<file path="src/rtl/pipe_pkg.sv">
// rtl/pipe_pkg.sv - shared pipeline widths, NOP encoding and stage register type
package pipe_pkg;

    localparam int XLEN = 32;

    // addi x0, x0, 0
    localparam logic [31:0] INSTR_NOP = 32'h0000_0013;

    typedef struct packed {
        logic [XLEN-1:0] pc;
        logic [31:0]     instr;
        logic            valid;
    } if_id_t;

    function automatic logic [XLEN-1:0] word_align(input logic [XLEN-1:0] addr);
        return {addr[XLEN-1:2], 2'b00};
    endfunction

endpackage

</file>
<file path="src/rtl/if_stage.sv">
// rtl/if_stage.sv - instruction fetch stage with next-PC mux and IF/ID register
import pipe_pkg::*;

module if_stage #(
    parameter logic [XLEN-1:0] RESET_PC = '0
) (
    input  logic            clk,
    input  logic            rst,
    input  logic            stall_i,
    input  logic            flush_i,
    input  logic            jump_en_i,
    input  logic [XLEN-1:0] jump_tgt_i,
    output logic            imem_en_o,
    output logic [XLEN-1:0] imem_addr_o,
    input  logic [31:0]     imem_rdata_i,
    output logic [XLEN-1:0] pc_o,
    output logic [31:0]     instr_o,
    output logic            valid_o
);

    // pc_q is the address whose data is on imem_rdata_i this cycle
    logic [XLEN-1:0] pc_q;
    logic [XLEN-1:0] pc_d;
    logic            rd_ok_q;
    if_id_t          if_id_q;
    if_id_t          if_id_d;

    // The memory has no side effects, so re-reading the held word on a stall is free
    assign imem_en_o   = 1'b1;
    assign imem_addr_o = pc_d;

    // Next fetch address: reset, then redirect, then stall, then sequential
    always_comb begin
        pc_d = pc_q + XLEN'(4);
        if (rst) begin
            pc_d = RESET_PC;
        end else if (jump_en_i) begin
            pc_d = word_align(jump_tgt_i);
        end else if (stall_i) begin
            pc_d = pc_q;
        end
    end

    // IF/ID next state: a redirect or flush discards the wrong-path word in rdata
    always_comb begin
        if_id_d = if_id_q;
        if (rst) begin
            if_id_d.pc    = '0;
            if_id_d.instr = INSTR_NOP;
            if_id_d.valid = 1'b0;
        end else if (jump_en_i || flush_i) begin
            if_id_d.instr = INSTR_NOP;
            if_id_d.valid = 1'b0;
        end else if (!stall_i) begin
            if_id_d.pc    = pc_q;
            if_id_d.instr = imem_rdata_i;
            if_id_d.valid = rd_ok_q;
        end
    end

    // State update; rd_ok_q records that a read was issued on the previous edge.
    // The read of RESET_PC issued while in reset is already good, so the first
    // post-reset cycle delivers a live instruction.
    always_ff @(posedge clk) begin
        if (rst) begin
            pc_q    <= RESET_PC;
            rd_ok_q <= imem_en_o;
            if_id_q <= if_id_d;
        end else begin
            pc_q    <= pc_d;
            rd_ok_q <= imem_en_o;
            if_id_q <= if_id_d;
        end
    end

    assign pc_o    = if_id_q.pc;
    assign valid_o = if_id_q.valid;
    assign instr_o = if_id_q.valid ? if_id_q.instr : INSTR_NOP;

endmodule

</file>
<file path="config.mk">
export PLATFORM = sky130hd
export DESIGN_NAME = if_stage
export DESIGN_NICKNAME = d
export VERILOG_FILES = /design/src/rtl/pipe_pkg.sv /design/src/rtl/if_stage.sv
export SDC_FILE = /design/constraint.sdc
export NUM_CORES = 1
export LEC_CHECK = 0
export ABC_CLOCK_PERIOD_IN_PS = 2440
export BUFFER_PORTS_ARGS = -buffer_cell sky130_fd_sc_hd__clkbuf_2
export CAP_MARGIN = 10
export CORE_UTILIZATION = 45
export CTS_CLUSTER_DIAMETER = 50
export DETAILED_ROUTE_END_ITERATION = 10
export HOLD_SLACK_MARGIN = 0.03
export PLACE_DENSITY_LB_ADDON = 0.08
export SLEW_MARGIN = 30
export SYNTH_ARGS = -nofsm -noshare
export SYNTH_HDL_FRONTEND = slang
export SYNTH_SLANG_ARGS = --single-unit
</file>
<file path="constraint.sdc">
create_clock -name clk -period 2.44 [get_ports clk]
set_clock_uncertainty 0.1 [all_clocks]
set_input_delay 0.366 -clock clk [delete_from_list [all_inputs] [get_ports clk]]
set_output_delay 0.366 -clock clk [all_outputs]
set_load 0.005 [all_outputs]
</file>
==> flow_summary.ini, run 1 <==
[global_routing]
grt_pass1_vias = 4296
antenna_found_initial = 1
grt.overflow.total = 0
grt_util_all_layers_pct = 23.1
grt_max_degree = 42
grt_first_pass_wirelength_um = 20500

[placement]
dp_hpwl_um = 9300
placed_area_um2 = 5730
port_buffers = 163
post-place-ws_ps = -173
place_congestion = 0.823

[setup_path]
crit_buf_inv = 1
rr_startpoint = pc_q[2]
r2r_cells = 7
critPathTopFamily = simple AND/OR/NAND/NOR gates
cp_common_cell = or4_4
arrival_ps = 2330
crit_path_top_delay_cell = or4_4
worstPathRequired_ps = 1970
startpoint = pc_q[12]
startpoint_type = flop
cpPeakStageDelay_ps = 520
crit_cells = 5
end_kind = output port
r2r_end = pc_q[18]
critPathKind = reg2out
rrSetupSlack_ps = 410
cp_cell_sequence = nand4_4 > or4_4 > or4_4 > a311oi_2 > buf_2
cp_max_fo = 5
cp-endpoint = imem_addr_o[23]

[worst_hold_path]
worst_hold_path_type = in2reg

[cells_and_area]
layout_commonest_cell = clkbuf_2
layout.nets = 804
fin_area_um2 = 6400
syn2layout_area_growth_pct = 33.6
fin_util_pct = 62.0
antenna_cells = 0
drive_gt1_share_pct = 42.4
final_cell_mix = 149 x clkbuf_2, 85 x dfxtp_1, 75 x nand2_1

[floorplanning]
core_area_um2 = 10300
dieArea_um2 = 11100
die_h_um = 105
start_util_pct = 46.4
rows = 37
die_w_um = 105
io_pins = 167

[logic_synthesis]
yosys_register_bits = 97
syn-instance-count = 578
syn-cell-area_um2 = 4790
synth_flop_cell = dfxtp_1
synthArstFlopShare_pct = 0
syn_area_per_cell_um2 = 8.29
yosysWarnings = 0
yosysUniqueCellTypes = 47
synth_edf_count = 0
ys_seq_area_share_pct = 40.5
syn_nets = 648

[cts]
htree_levels = 3
clkTransAtPathRegs_ps = 90
cts_tree = built
cts_root_buffer = clkbuf_8
clk_latency_ps = 360
cts_made_buffers = 9
cts_sinks = 97
clock_path_buffers = 2

[status]
status = finished with violations
violations = negative setup slack

[drt]
first_iter_violations = 205
ant_nets = 0
dr.pass1.iters = 5
wl_um = 13300
routedWlPerCell_um = 15.3
dr_total_vias = 4694
via_per_inst = 5.37
drc_errors = 0

[timing]
fin_ws_ps = -360
worst_slew_pin_slew_ps = 620
setup_viol = 20
finalHoldViolCount = 0
post-route-period-util_pct = 115
rsz0062_at_grt = true
max_freq_mhz = 357
slew_violations = 0
relSlewSlack_pct = 58.7
period_minus_slack_ps = 2800

[power]
leakage_nw = 2.87
power.density_nw_per_um2 = 514
max-vdd-ir-drop_uv = 301

[flow_run]
drv_cap = 0
[worst min-delay path: stages]
cell and delay, ps:
clkbuf_2 70, mux2i_1 50, nor2_1 70
[final cells by class]
type                       instances  area, um^2
fill                             912        3920
tap                              136         170
sequential                        97        1960
inverter                           8        30.0
timing repair buffer             223        1300
clock buffer                       9         124
clock inverter                     6        83.8
multi-input combinational        395        2730
[sequential cells by signal (all words and copies together), names as in the netlist]
register / flops
if_id_q: 32
pc_o: 32
pc_q: 32
valid_o: 1
[metrics by stage]
step           hold WS (ps)  setup TNS [ps]  total power (W)  std cells
6_report                129           -4200          0.00329        874
5_1_grt                 131           -5860          0.00342        874
4_1_cts                 116           -3970          0.00329        869
3_5_place_dp            347            -739          0.00215        848
3_3_place_gp            338            -678          0.00214        848
2_1_floorplan           330               0          0.00196        578
[worst min path at each step]
| stage | startpoint | to | cells past startpoint |
|---|---|---|---|
| 6_report | imem_rdata_i[19] | if_id_q[20] | 3 |
| 5_1_grt | imem_rdata_i[29] | if_id_q[30] | 3 |
| 4_1_cts | imem_rdata_i[19] | if_id_q[20] | 3 |
| 3_5_place_dp | pc_o[20] | pc_o[20] | 2 |
| 3_3_place_gp | if_id_q[1] | if_id_q[1] | 1 |
| 2_1_floorplan | if_id_q[1] | if_id_q[1] | 1 |
[cell usage after synthesis, types with 2 or more instances]
cell type	count	area, um^2
xor2_1	4	35.0
a2111oi_0	2	17.5
and3_1	7	43.8
nand2b_1	3	18.8
inv_1	7	26.3
clkbuf_1	40	150
buf_1	3	11.3
nor4b_1	2	17.5
o21ai_0	14	70.1
and4_1	7	61.3
nand4_1	9	56.3
or2_2	2	12.5
xnor2_1	5	43.8
nand2_1	79	297
and2_1	30	188
a311oi_1	22	193
nand3_1	13	65.1
a31oi_1	3	18.8
o211a_1	6	60.1
nor2b_1	4	25.0
buf_4	33	248
or4_4	2	22.5
nor3_1	7	35.0
o31ai_1	5	37.5
nor4_1	5	31.3
or4_1	7	52.6
a211o_1	3	26.3
or3_1	9	56.3
dfxtp_1	97	1940
buf_2	2	10.0
a21oi_1	37	185
mux2i_1	30	300
a211oi_1	14	105
nor3b_1	2	15.0
nor2_1	51	191
[cells by family after synthesis]
family          after synthesis  share of synthesized area (%)
compound gates              110                           15.6
xor+xnor                      9                           1.65
fa+ha+maj                     1                          0.261
buf+inv                      87                           9.61
flops                        97                           40.5
mux                          30                           6.27
other cells                   1                         0.0783
simple gates                243                           26.0
[metal layers]
layer / vias up / routed length [um] / part of all wire (%) / track usage [%]
li1: 2320 / - / - / -
met1: 2189 / 5860 / 44 / 29.6
met2: 158 / 6220 / 47 / 37.8
met3: 25 / 972 / 7.3 / 5.24
met4: 2 / 273 / 2.0 / 8.75
met5: - / 11 / 0.083 / 0
[report_power, final]
| group | leakage, nW | internal, W | switching [W] | total, W |
|---|---|---|---|---|
| registers | 0.796 | 0.00164 | 0.0000448 | 0.00169 |
| clock network | 0.109 | 0.000569 | 0.000560 | 0.00113 |
| logic | 1.96 | 0.000217 | 0.000257 | 0.000474 |
[timing repair]
action,CTS,global route
cloned,0,1
hold buffers,0,0
setup buffers,6,5
pin swaps,14,18
gates resized for setup,45,56
endpoints found under the setup margin,20,24
Note: power is estimated with default switching activity, not from simulation.
==> run 2, diff against run 1 <==
--- a/config.mk
+++ b/config.mk
@@ -12,6 +12,7 @@
 export CTS_CLUSTER_DIAMETER = 50
 export DETAILED_ROUTE_END_ITERATION = 10
 export HOLD_SLACK_MARGIN = 0.03
+export MAX_ROUTING_LAYER = met4
 export PLACE_DENSITY_LB_ADDON = 0.08
 export SLEW_MARGIN = 30
 export SYNTH_ARGS = -nofsm -noshare
==> flow_summary.ini, run 2 (synthesis results as in run 1) <==
[power]
seqPwrFrac_pct = 51.2
clkPwrFrac_pct = 34.3
max-vdd-ir-drop_uv = 303
power.share.combinational_pct = 14.5
internal-power_w = 0.00243
swShare_pct = 26.2
power.density_nw_per_um2 = 516
p_switching_w = 0.000864
leakage_nw = 2.87

[cts]
cts_sinks = 97
htree_levels = 3
clock_path_buffers = 2
cts_root_buffer = clkbuf_8
cts_made_buffers = 9
clk_latency_ps = 360
postCtsHoldBufs = 0
clkTransAtPathRegs_ps = 100
cts_tree = built

[setup_path]
rrSetupSlack_ps = 410
arrival_ps = 2310
end_kind = output port
worstPathRequired_ps = 1970
cp_max_fo = 9
r2r_cells = 7
startpoint = pc_q[2]
r2r_end = pc_q[18]
rr_startpoint = pc_q[2]
startpoint_type = flop
critPathKind = reg2out

[drt]
via_per_inst = 5.39
wl_um = 13300
dr_total_vias = 4720
routedWlPerCell_um = 15.2
wl_met3_um = 763
dr_wl_met2_um = 6210
highest_layer = met4
dr.pass1.iters = 4
ant_nets = 0
m1WireLength_um = 6070
first_iter_violations = 208
drc_errors = 0

[timing]
rsz0062_at_grt = true
setup_viol = 19
max_freq_mhz = 361
relSlewSlack_pct = 58.9
worst_slew_pin_slew_ps = 616
period_minus_slack_ps = 2770
finalHoldViolCount = 0
fin_ws_ps = -334
finalSetupTns_ps = -3760
slew_violations = 0
post-route-period-util_pct = 114

[global_routing]
grt_util_all_layers_pct = 23.8
grt_max_degree = 42
grt_first_pass_wirelength_um = 20500
grt_pass1_vias = 4293
grt.overflow.total = 0
antenna_found_initial = 1

[floorplanning]
io_pins = 167
rows = 37
die_h_um = 105
core_area_um2 = 10300
dieArea_um2 = 11100
start_util_pct = 46.4
die_w_um = 105

[placement]
place_congestion = 0.835
placed_area_um2 = 5730
post-place-cells = 848
dp_hpwl_um = 9300
port_buffers = 163

[status]
violations = negative setup slack
status = finished with violations

[cells_and_area]
nFillCells = 917
syn2layout_area_growth_pct = 33.4
drive_gt1_share_pct = 41.9
final_cells = 876
layout.nets = 805
fin_util_pct = 61.9
fin_area_um2 = 6390
final_cell_mix = 151 x clkbuf_2, 82 x dfxtp_1, 76 x nand2_1
layout_commonest_cell = clkbuf_2

[flow_run]
drv_cap = 0

[worst_hold_path]
whs_path_depth = 3
hold_start = imem_rdata_i[19]
worst_hold_path_type = in2reg
worstHoldEndpoint = if_id_q[20]
[run 2: worst max path at each step]
stage,end,slack [ps],depth (start not counted)
floorplan,imem_addr_o[23],30,5
global placement,imem_addr_o[23],-160,6
detailed placement,imem_addr_o[23],-170,6
CTS,imem_addr_o[22],-350,7
global route,imem_addr_o[21],-420,5
finish,imem_addr_o[20],-330,7
[run 2: worst max-delay path, stage by stage, from the launching register on]
cell and delay [ps]:
dfxtp_4 380, ha_1 180, and4b_1 230, nand4_1 120, buf_6 160, or4_1 450
a311oi_2 250, clkbuf_2 160
[run 2: routing by layer]
metal	vias up	GRT usage, %
met5	-	-
met4	0	8.75
met3	24	3.56
met2	158	37.7
met1	2215	30.8
li1	2323	-
[run 2: area by class of cell]
type / instances / area [um^2] / share of cell area, %
clock buffers: 9 / 124 / 1.94
flip-flops and latches: 97 / 1970 / 30.8
multi-input cells: 395 / 2700 / 42.3
inverters: 8 / 30.0 / 0.470
diodes: 1 / 2.50 / 0.0392
repair buffers: 224 / 1310 / 20.6
well taps: 136 / 170 / 2.66
clock inverters: 6 / 83.8 / 1.31
[run 2: per-stage QoR]
step / power (W) / setup WS (ps) / hold WS (ps)
after floorplan: 0.00196 / 34.9 / 330
after global placement: 0.00214 / -162 / 338
after detailed placement: 0.00215 / -173 / 347
after CTS: 0.00329 / -350 / 116
after global routing: 0.00343 / -415 / 130
final: 0.00329 / -334 / 130
[run 2: power groups by stage]
stage	clock (W)	combinational (W)	sequential [W]
after floorplan	0	0.000244	0.00171
after global placement	0	0.000426	0.00171
after CTS	0.00115	0.000456	0.00168
after global routing	0.00121	0.000523	0.00170
after detailed placement	0	0.000435	0.00171
final	0.00113	0.000477	0.00169
[run 2: timing repair]
item / CTS / global route
setup endpoints to repair: 20 / 24
cloned: 0 / 1
resized for setup: 45 / 52
pin swaps: 14 / 15
setup buffers: 6 / 6
